**src/rtl/mem_arbiter.sv**
```systemverilog
// Two-port arbiter/sequencer in front of the Memory block.
// Port 0 is the CPU data port, port 1 the loader/debug master.
module mem_arbiter #(
  parameter int READ_LAT   = 1,
  parameter bit FIXED_PRIO = 1'b0
) (
  input  logic        clk,
  input  logic        reset,
  input  logic        req0,
  input  logic        req1,
  input  logic        we0,
  input  logic        we1,
  input  logic [15:0] addr0,
  input  logic [15:0] addr1,
  input  logic [15:0] wdata0,
  input  logic [15:0] wdata1,
  output logic        gnt0,
  output logic        gnt1,
  output logic        ack0,
  output logic        ack1,
  output logic [15:0] rdata,
  output logic [15:0] mem_address,
  output logic        mem_load,
  output logic [15:0] mem_in,
  input  logic [15:0] mem_out
);

  localparam logic [1:0] S_IDLE  = 2'd0;
  localparam logic [1:0] S_ISSUE = 2'd1;
  localparam logic [1:0] S_WAIT  = 2'd2;
  localparam logic [1:0] S_DONE  = 2'd3;

  localparam logic [1:0] CNT_INIT = 2'(READ_LAT - 1);

  logic [1:0]  state_q, state_d;
  logic [1:0]  cnt_q, cnt_d;
  logic        win_q, win_d;
  logic        last_q, last_d;
  logic        we_q, we_d;
  logic [15:0] addr_q, addr_d;
  logic [15:0] wdata_q, wdata_d;
  logic [15:0] rdata_q, rdata_d;
  logic        gnt0_q, gnt1_q;
  logic        ack0_q, ack1_q;
  logic        load_q;
  logic        pick1;

  // Port 1 wins when alone, or on a round-robin tie when port 0 was served last.
  always_comb begin
    pick1 = req1 & (~req0 | (~FIXED_PRIO & ~last_q));
  end

  // Next-state logic: sequence one latched transaction through the memory.
  always_comb begin
    state_d = state_q;
    cnt_d   = cnt_q;
    win_d   = win_q;
    last_d  = last_q;
    we_d    = we_q;
    addr_d  = addr_q;
    wdata_d = wdata_q;
    rdata_d = rdata_q;
    unique case (state_q)
      S_IDLE: begin
        if (req0 | req1) begin
          win_d   = pick1;
          we_d    = pick1 ? we1 : we0;
          addr_d  = pick1 ? addr1 : addr0;
          wdata_d = pick1 ? wdata1 : wdata0;
          state_d = S_ISSUE;
        end
      end
      S_ISSUE: begin
        cnt_d   = CNT_INIT;
        state_d = S_WAIT;
      end
      S_WAIT: begin
        if (cnt_q == 2'd0) begin
          rdata_d = mem_out;
          state_d = S_DONE;
        end else begin
          cnt_d = cnt_q - 2'd1;
        end
      end
      S_DONE: begin
        last_d  = win_q;
        state_d = S_IDLE;
      end
      default: state_d = S_IDLE;
    endcase
  end

  // State and registered outputs; outputs are decoded from the next state.
  always_ff @(posedge clk) begin
    if (reset) begin
      state_q <= S_IDLE;
      cnt_q   <= 2'd0;
      win_q   <= 1'b0;
      last_q  <= 1'b1;
      we_q    <= 1'b0;
      addr_q  <= 16'd0;
      wdata_q <= 16'd0;
      rdata_q <= 16'd0;
      gnt0_q  <= 1'b0;
      gnt1_q  <= 1'b0;
      ack0_q  <= 1'b0;
      ack1_q  <= 1'b0;
      load_q  <= 1'b0;
    end else begin
      state_q <= state_d;
      cnt_q   <= cnt_d;
      win_q   <= win_d;
      last_q  <= last_d;
      we_q    <= we_d;
      addr_q  <= addr_d;
      wdata_q <= wdata_d;
      rdata_q <= rdata_d;
      gnt0_q  <= (state_d != S_IDLE) & ~win_d;
      gnt1_q  <= (state_d != S_IDLE) & win_d;
      ack0_q  <= (state_d == S_DONE) & ~win_d;
      ack1_q  <= (state_d == S_DONE) & win_d;
      load_q  <= (state_d == S_ISSUE) & we_d;
    end
  end

  assign gnt0        = gnt0_q;
  assign gnt1        = gnt1_q;
  assign ack0        = ack0_q;
  assign ack1        = ack1_q;
  assign rdata       = rdata_q;
  assign mem_address = addr_q;
  assign mem_in      = wdata_q;
  assign mem_load    = load_q;

endmodule

```
**config.mk**
```make
export PLATFORM = sky130hd
export DESIGN_NAME = mem_arbiter
export DESIGN_NICKNAME = d
export VERILOG_FILES = /design/src/rtl/mem_arbiter.sv
export SDC_FILE = /design/constraint.sdc
export NUM_CORES = 1
export LEC_CHECK = 0
export ABC_AREA = 1
export CORE_MARGIN = 1.5
export CORE_UTILIZATION = 40
export DETAILED_ROUTE_END_ITERATION = 7
export PLACE_DENSITY = 0.8
export SKIP_LAST_GASP = 1
export SYNTH_ARGS = -nofsm -noshare
export SYNTH_HDL_FRONTEND = slang
export SYNTH_SLANG_ARGS = --single-unit
```
**constraint.sdc**
```tcl
create_clock -name clk -period 1.76 [get_ports clk]
set_input_delay 0.44 -clock clk [delete_from_list [all_inputs] [get_ports clk]]
set_output_delay 0.44 -clock clk [all_outputs]
set_load 0.02 [all_outputs]
```
==> results.py <==
metrics = {
    "worst_setup_path": {
        "worst_setup_path_end_kind": "output port",
        "data_required_time_at_the_worst_endpoint_ns": 1.32,
        "critical_path.startpoint_type": "register",
        "regToRegSetupSlack_ns": 0.28,
        "r2r_end": "mem_in[1]",
        "timing.reg2reg.worst_path_depth": 8,
        "critical-path-max-stage-delay_ns": 0.63,
        "critical_path.max_fanout": 2,
        "criticalPathCategory": "reg -> out",
        "worst_ep_arrival_time_ns": 1.28,
        "r2r-start": "state_q[0]",
        "cell_by_cell_trace_of_the_critical_path": "clkdlybuf4s50_1",
        "slowest_stage": "sky130_fd_sc_hd__clkdlybuf4s50_1",
        "crit_buf_inv": 1,
        "timing.critical_path.max_delay_family": "buffers and inverters",
    },
    "clocking": {
        "clock_pin_slew_on_the_worst_setup_and_hold_paths_ns": 0.06,
        "clock-root-buffer": "sky130_fd_sc_hd__clkbuf_8",
        "cts_hold_repair.buffers": 0,
        "clock_insertion_delay_at_the_later_pin_of_the_skew_report_ns": 0.32,
        "buffer_depth_of_the_longest_clock_path": 2,
        "ctsHtreeMaxLevel": 3,
        "tritoncts_clock_tree": "done",
        "number_of_buffers_inserted_during_clock_tree_synthesis": 9,
        "cts_setup_buffers": 0,
        "post_cts.resized_instances": 0,
        "clock_sinks": 60,
    },
    "synth": {
        "ys_top_cells_by_count": "76 x sky130_fd_sc_hd__nand2_1, 72 x sky130_fd_sc_hd__nor2_1, 60 x sky130_fd_sc_hd__dfxtp_1",
        "synth_seq_cells": 60,
        "yosys_most_used_dff": "sky130_fd_sc_hd__dfxtp_1",
        "netlist_top_cells_area": "sky130_fd_sc_hd__dfxtp_1 45%, sky130_fd_sc_hd__nand2_1 11%, sky130_fd_sc_hd__nor2_1 10%, sky130_fd_sc_hd__o21ai_0 9.3%, sky130_fd_sc_hd__a21oi_2 9.2%",
        "synth_enable_flop_cells": 0,
        "synth_async_sr_flop_share": 0,
        "synth_sequential_area_ratio": 0.448,
        "synthesis.instances": 350,
        "synth.cell_area_um2": 2680,
        "synth_top_area_share": 0.448,
        "synthMostInstantiatedCell": "sky130_fd_sc_hd__nand2_1",
        "synth_fp_nets": 442,
        "post_synth_num_cell_types": 22,
        "synth_warnings": 0,
        "syn-mean-instance-area_um2": 7.65,
        "synth_top_cell_by_area": "sky130_fd_sc_hd__dfxtp_1",
    },
    "run_status": {
        "violations_in_the_final_reports": "DRC",
        "status": "finished, violations left",
    },
    "layout": {
        "relative_area_change_from_synthesis_to_final_layout_pct": 63.6,
        "antenna_cells_inserted": 0,
        "nFillCells": 534,
        "layout.cell_area.non_filler_um2": 4380,
        "post_route_cells_drive_above_1_share": 0.123,
        "final_core_util": 0.682,
        "finish.net_count": 581,
    },
    "power_and_ir_drop": {
        "vdd_ir_drop_max_mv": 0.631,
        "cellLeakagePower_nw": 1.81,
        "power_switching_share": 0.336,
        "areal_power_density_over_the_cells_nw_per_um2": 1250,
        "overall_power_mw": 5.46,
        "p_int_mw": 3.63,
        "seq_power_share": 0.333,
        "clockPowerShare": 0.262,
        "comb_power_share": 0.405,
        "power_switching_mw": 1.83,
    },
    "grt": {
        "grt_overflow": 0,
        "initial_antenna_violation_count": 0,
        "grt_start_max_net_pins": 39,
        "vias_in_the_first_global_route": 2654,
        "wire_length_of_the_first_global_routing_pass_mm": 11.7,
        "track_usage": 0.203,
    },
    "run": {
        "timing.max_cap.violations": 0,
    },
    "timing": {
        "unrepaired_setup_endpoints_after_global_routing": "false",
        "layout_min_cycle_time_ns": 1.72,
        "setup_viol": 0,
        "timing_worst_slew_pin_value_ns": 0.464,
        "fmax_mhz": 580,
        "finalMaxSlewViolations": 0,
        "period_share": 0.980,
        "fin_setup_tns_ns": 0,
        "fin_worst_hold_slack_ns": 0.464,
        "maxSlewHeadroom": 0.691,
        "worst_clock_skew_ns": 0.00157,
        "final_hold_viol_count": 0,
    },
    "die": {
        "num_io_pins": 139,
        "initial_utilization": 0.417,
        "die_h_um": 84.8,
        "die_width_um": 84.8,
        "core_um2": 6420,
        "core.rowCount": 29,
        "dieArea_um2": 7200,
    },
    "worst_hold_path": {
        "worstHoldStart": "cnt_q[1]",
        "hold-path-cell-count": 2,
        "worst_hold_path_type": "reg -> reg",
        "min_delay_worst_endpoint": "cnt_q[1]",
    },
    "route": {
        "dr.first_iter.drc_count": 81,
        "avgViaCountPerCell": 4.74,
        "wire_per_inst_um": 12.5,
        "postRouteAntennaNets": 0,
        "wl_mm": 7.12,
        "total_via_count_after_detailed_routing": 2705,
        "post-route-drc-count": 12,
        "detailedRoute.firstPassIterationCount": 7,
    },
    "placed_design": {
        "gp_congestion": 0.747,
        "dp_hpwl_mm": 5.16,
        "buffer_ports.inserted": 138,
        "placed_cell_area_um2": 4140,
    },
}
stage by stage:
| step | setup WS [ns] | cells |
|---|---|---|
| finish | 0.0354 | 571 |
| global route | 0.000821 | 571 |
| CTS | 0.0232 | 571 |
| detailed placement | 0.0299 | 555 |
| global placement | 0.0490 | 555 |
| floorplan | 0.390 | 350 |
state kept, by name, summed over array words and instances, names as in the netlist:
name / flops
rdata: 16
mem_load: 1
win_q: 1
ack1: 1
last_q: 1
gnt0: 1
we_q: 1
gnt1: 1
cnt_q: 2
state_q: 2
mem_in: 16
ack0: 1
mem_address: 16
layout by cell type (no fill, tap or decap), drive strengths merged:
cell type      count
nor2              74
nand4              1
inv               14
buf               11
clkinv             2
nand2             78
clkbuf            12
a21oi             36
or2                1
bufinv             2
dlymetal6s2s       1
o21ai             51
nand3b             1
nand3              7
ha                 6
dfxtp             60
clkdlybuf4s50    137
power groups by stage:
stage	combinational [mW]	sequential [mW]	clock, mW
4_1_cts	2.24	1.82	1.46
3_3_place_gp	2.19	1.83	0
6_report	2.21	1.82	1.43
5_1_grt	2.42	1.85	1.52
3_5_place_dp	2.23	1.84	0
2_1_floorplan	0.957	2.19	0
layer usage:
metal,GRT usage,share of wire,up-vias
met5,0,0,-
met4,0.0790,0.016,0
met3,0.0535,0.084,12
met2,0.359,0.48,100
met1,0.233,0.42,1195
li1,-,-,1398
cell families after synthesis:
logic type      count (synthesis)  synth area share
flops                          60             0.448
compound gates                 87             0.206
fa+ha+maj                       6            0.0280
simple gates                  162             0.239
buf+inv                        35            0.0785
how the worst max path moves through the flow:
stage | cells past startpoint | slack [ns] | endpoint | start
after detailed placement | 7 | 0.03 | mem_in[9] | req1
after global routing | 1 | 0.0008 | mem_in[9] | mem_in[9]
after floorplan | 9 | 0.39 | mem_address[15] | state_q[0]
final | 1 | 0.04 | mem_in[1] | mem_in[1]
after global placement | 7 | 0.05 | mem_in[1] | req0
after CTS | 1 | 0.02 | mem_in[9] | mem_in[9]
cell type report:
class                      count  area, µm²  share of cell area
clock inverter                 4       70.1              0.0160
inverter                      14       52.6              0.0120
sequential                    60       1200               0.274
clock buffer                  12        165              0.0377
multi-input combinational    255       1270               0.289
timing repair buffer         149       1530               0.349
tap                           77       96.3              0.0220
(Power assumes the default switching activity.)
